<file path="config.mk">
export PLATFORM = sky130hd
export DESIGN_NAME = div_iter_unit
export DESIGN_NICKNAME = d
export VERILOG_FILES = /design/src/rtl/div_iter_unit.sv
export SDC_FILE = /design/constraint.sdc
export NUM_CORES = 1
export LEC_CHECK = 0
export ABC_AREA = 1
export BUFFER_PORTS_ARGS = -buffer_cell sky130_fd_sc_hd__buf_2
export CORE_UTILIZATION = 55
export DETAILED_ROUTE_END_ITERATION = 8
export MAX_ROUTING_LAYER = met4
export PLACE_DENSITY = 0.78
export SYNTH_ARGS = -nofsm -noshare
export SYNTH_HDL_FRONTEND = slang
export SYNTH_SLANG_ARGS = --single-unit
export TNS_END_PERCENT = 20
</file>
<file path="constraint.sdc">
create_clock -name clk -period 4.94 [get_ports clk]
set_clock_uncertainty 0.1 [all_clocks]
set_input_delay 0.494 -clock clk [delete_from_list [all_inputs] [get_ports clk]]
set_output_delay 0.494 -clock clk [all_outputs]
set_load 0.02 [all_outputs]
</file>
<file path="src/rtl/div_iter_unit.sv">
// div_iter_unit: multi-cycle radix-2 restoring DIV/DIVU with EX-stage stall request.
// Optional feature: define DIV_EARLY_OUT_EN to finish in one cycle when |dividend| < |divisor|.
module div_iter_unit #(
    parameter int WIDTH = 32,
    parameter int CNT_W = 6
) (
    input  logic               clk,
    input  logic               rst_n,
    input  logic [1:0]         div_type_i,
    input  logic [WIDTH-1:0]   dividend_i,
    input  logic [WIDTH-1:0]   divisor_i,
    input  logic               annul_i,
    output logic               stallreq_for_ex,
    output logic               ready_o,
    output logic [2*WIDTH-1:0] result_o
);
    localparam logic [1:0] DIV_TYPE_NONE = 2'b00;
    localparam logic [1:0] DIV_TYPE_DIV  = 2'b01;

    typedef enum logic [1:0] {IDLE, DIVZERO, RUN, DONE} state_t;

    state_t           state, next_state;
    logic [CNT_W-1:0] cnt;
    logic [WIDTH-1:0] quo, rem, dsr;
    logic             sgn, neg_a, neg_b;

    logic             req, in_sgn, in_neg_a, in_neg_b, early, fit, last;
    logic [WIDTH-1:0] mag_a, mag_b, quo_nxt, rem_nxt, fix_q, fix_r;
    logic [WIDTH:0]   partial;

    assign req      = div_type_i != DIV_TYPE_NONE;
    assign in_sgn   = div_type_i == DIV_TYPE_DIV;
    assign in_neg_a = in_sgn & dividend_i[WIDTH-1];
    assign in_neg_b = in_sgn & divisor_i[WIDTH-1];
    assign mag_a    = in_neg_a ? -dividend_i : dividend_i;
    assign mag_b    = in_neg_b ? -divisor_i : divisor_i;

`ifdef DIV_EARLY_OUT_EN
    assign early = mag_a < mag_b;
`else
    assign early = 1'b0;
`endif

    // One restoring step: the dividend register shifts its MSB into the
    // partial remainder and collects quotient bits at the bottom.
    assign partial = {rem, quo[WIDTH-1]} - {1'b0, dsr};
    assign fit     = ~partial[WIDTH];
    assign rem_nxt = fit ? partial[WIDTH-1:0] : {rem[WIDTH-2:0], quo[WIDTH-1]};
    assign quo_nxt = {quo[WIDTH-2:0], fit};
    assign last    = cnt == CNT_W'(WIDTH - 1);
    assign fix_q   = (sgn && (neg_a ^ neg_b)) ? -quo_nxt : quo_nxt;
    assign fix_r   = (sgn && neg_a) ? -rem_nxt : rem_nxt;

    // State register
    always_ff @(posedge clk or negedge rst_n) begin
        if (!rst_n) state <= IDLE;
        else        state <= next_state;
    end

    // Next-state logic; annul overrides everything
    always_comb begin
        next_state = state;
        if (annul_i) next_state = IDLE;
        else begin
            unique case (state)
                IDLE:    if (req) next_state = (divisor_i == '0) ? DIVZERO : early ? DONE : RUN;
                DIVZERO: next_state = DONE;
                RUN:     if (last) next_state = DONE;
                DONE:    if (!req) next_state = IDLE;
                default: next_state = IDLE;
            endcase
        end
    end

    // Outputs: stall until the result is held in DONE
    always_comb begin
        stallreq_for_ex = req && (state != DONE) && !annul_i;
        ready_o         = state == DONE;
    end

    // Datapath: latch operands, iterate, and publish the fixed-up result
    always_ff @(posedge clk or negedge rst_n) begin
        if (!rst_n) begin
            cnt      <= '0;
            quo      <= '0;
            rem      <= '0;
            dsr      <= '0;
            sgn      <= 1'b0;
            neg_a    <= 1'b0;
            neg_b    <= 1'b0;
            result_o <= '0;
        end else if (annul_i) begin
            cnt <= '0;
        end else begin
            unique case (state)
                IDLE: if (req && divisor_i != '0) begin
                    quo   <= mag_a;
                    dsr   <= mag_b;
                    rem   <= '0;
                    sgn   <= in_sgn;
                    neg_a <= in_neg_a;
                    neg_b <= in_neg_b;
                    cnt   <= '0;
                    if (early) result_o <= {dividend_i, {WIDTH{1'b0}}};
                end
                DIVZERO: result_o <= {dividend_i, {WIDTH{1'b1}}};
                RUN: begin
                    quo <= quo_nxt;
                    rem <= rem_nxt;
                    cnt <= cnt + 1'b1;
                    if (last) result_o <= {fix_r, fix_q};
                end
                default: ;
            endcase
        end
    end
endmodule

</file>
==> summary.md <==
| Metric | Value |
|---|---|
| Status | `finished, final reports clean` |
| Cell accounting for the most synthesized area | `dfrtp_1` |
| Fin. Hold Viols | `0` |
| Fmax | `0.225 GHz` |
| Post-synthesis area per instance | `6.36 um^2` |
| Critical path arrival | `4.66 ns` |
| Root buffer cell | `clkbuf_16` |
| Area Growth Syn to Fin | `11.6%` |
| Synth Register Bits | `171` |
| DRC | `0` |
| DRT iter0 DRCs | `1436` |
| EDFF count, synth | `0` |
| Mapped Cells | `2124` |
| Worst Setup Start Kind | `flip-flop` |
| Vias | `14100` |
| WL/cell | `16.9 um` |
| Max Root-Sink Buffers | `2` |
| CP delay by family, top | `simple AND/OR/NAND/NOR gates` |
| Antenna Cells | `0` |
| Synth top area share | `0.317` |
| Fin area | `15100 um^2` |
| Critical Path RT | `5.16 ns` |
| Share of cells above drive strength 1 | `0.118` |
| Setup TNS | `0 ns` |
| Most frequent cell after synthesis | `nand2_1` |
| Ys Warns | `0` |
| Antenna-violating nets left | `0` |
| Crit path cell chain | `inv_1 -> ha_1 -> inv_1 -> fa_1 -> nand2_1 -> nand2_1 -> nand3_2 -> nand2_2 -> nand2_2 -> nand2_2 -> nand2_4 -> nand3_2 -> nand2_4 -> ha_1 -> nand3_1 -> nor3_1 -> nand3_1 -> nor3_2 -> nand4_1 -> o21ai_1 -> o21ai_0 -> a21oi_1 -> or2_2 -> a21oi_1` |
| Syn_nets | `2234` |
| CTS clock-pin slew for the worst setup and hold paths | `0.08 ns` |
| Global-route wire length before repair | `67.8 mm` |
| Number of global-route vias before repair | `12800` |
| Fillers | `2290` |
| DIE WIDTH | `159 um` |
| H-tree depth | `4` |
| Final setup violation count | `0` |
| NumNets Final | `2342` |
| Area after detailed placement | `14500 um^2` |
| Synth area leaders | `dfrtp_1 (32%), nand2_1 (18%), inv_1 (8.7%)` |
| Tot GR Track Use | `0.366` |
| Fin. max-slew vios | `0` |
| Mapped Area | `13500 um^2` |
| Top FF cell, synth | `dfrtp_1` |
| Crit Path Max Fanout | `6` |
| Top cells by instance count after synthesis | `nand2_1 (642), inv_1 (312), nor2_1 (206)` |
| Critical path buffers and inverters | `2` |
| Die area | `25200 um^2` |
| Vias/cell | `5.51` |
| Max_slew headroom | `0.274` |
| Rows | `56` |
| Flop2flop setup slack | `0.50 ns` |
| # IOs | `135` |
| Core footprint | `23800 um^2` |
| Port bufs | `134` |
| Post-Route WL | `43.4 mm` |
| Num CTS Buffers | `17` |
| Fraction of registers with async set/reset | `1.00` |
| Period minus WS final | `4.44 ns` |
| Slowest CP cell | `fa_1` |
| Largest net degree at the start of global routing | `100` |
| Max-cap violations | `0` |
| Detail Placement HPWL | `34.2 mm` |
| Worst path most repeated cell | `nand2_2` |
| Die Ht | `159 um` |
| CTS tree | `yes` |
| Synth cell types | `48` |
| RSZ-0062 raised after global routing | `no` |
| Critical Path Max Stage Delay | `0.44 ns` |
| Post-synthesis sequential area ratio | `0.317` |
| Drt pass-1 iters | `6` |
| Congestion Overflow GR | `0` |
| Final period util | `0.900` |
| Starting Density | `0.568` |
| Min-Delay Path Class | `input port to async pin` |
| Antenna violations before repair | `2` |
| Slew @ Worst Pin | `1.08 ns` |
| Clk_lat worst skew | `0.44 ns` |
| Kind of critical path | `flip-flop to flip-flop` |
| Worst setup EP type | `flip-flop` |
| Postcts setup bufs | `0` |
| GP Congestion | `0.995` |
| Clock Sinks | `171` |
state kept, by name, summed over array words and instances, names as in the netlist:
name      count
result_o     64
dsr          32
quo          32
rem          32
cnt           6
state         2
neg_a         1
neg_b         1
sgn           1
layer usage:
metal | GRT usage | routed length [um]
met5 | - | 0
met4 | 0.0902 | 864
met3 | 0.0547 | 3210
met2 | 0.558 | 19300
met1 | 0.508 | 19900
cells by family after synthesis:
logic type / after synthesis / synth area share
xor gates and xnor gates: 53 / 0.0344
DFF: 171 / 0.317
buffers and inverters: 386 / 0.111
and+or+nand+nor: 1127 / 0.360
adders and majority gates: 41 / 0.0385
AOI/OAI and AO/OA: 346 / 0.140
final cells by class:
| type | count | area, um^2 | area share |
|---|---|---|---|
| clock buffers | 17 | 425 | 0.0282 |
| clock inverters | 15 | 181 | 0.0120 |
| inverters | 324 | 1220 | 0.0807 |
| multi-input cells | 1567 | 7760 | 0.515 |
| flip-flops and latches | 171 | 4280 | 0.284 |
| well taps | 319 | 399 | 0.0265 |
| repair buffers | 151 | 805 | 0.0534 |
stage by stage:
stage	setup slack (ns)	cells	hold slack, ns	utilization
floorplan	0.920	2124	0.0984	-
global placement	0.586	2532	0.360	0.609
detailed placement	0.421	2532	0.361	0.609
CTS	0.408	2564	0.0805	0.634
global route	0.00432	2564	0.117	0.634
finish	0.496	2564	0.0284	0.634
cell usage in the layout, fill, tap and decap left out, drive strengths merged, types with 20 or more instances in the layout:
| master | netlist | routed |
|---|---|---|
| nand2 | 671 | 671 |
| inv | 320 | 327 |
| nor2 | 220 | 220 |
| o21ai | 186 | 186 |
| dfrtp | 171 | 171 |
| buf | 13 | 151 |
| nand3 | 143 | 143 |
| a21oi | 94 | 94 |
| ha | 40 | 40 |
| xor2 | 35 | 35 |
| nor3 | 31 | 31 |
| nand4 | 25 | 25 |
| a31oi | 20 | 20 |
worst paths after layout:
check                      cells after the start     startpoint      endpoint
max reg2reg                                   24        quo[31]  result_o[28]
min in group clk                               3  divisor_i[31]       dsr[31]
min reg2reg                                    2   result_o[55]  result_o[55]
max                                           24        quo[31]  result_o[28]
max in group asynchronous                      2          rst_n       rem[16]
min                                            1          rst_n        dsr[2]
timing repair:
item	in CTS	in global routing
hold buffers	0	0
endpoints found under the setup margin	0	3
gates resized for setup	0	1
Power is left out: the tool's default activity adds up to more than one toggle a clock period on the data nets, which glitch-free logic cannot reach.
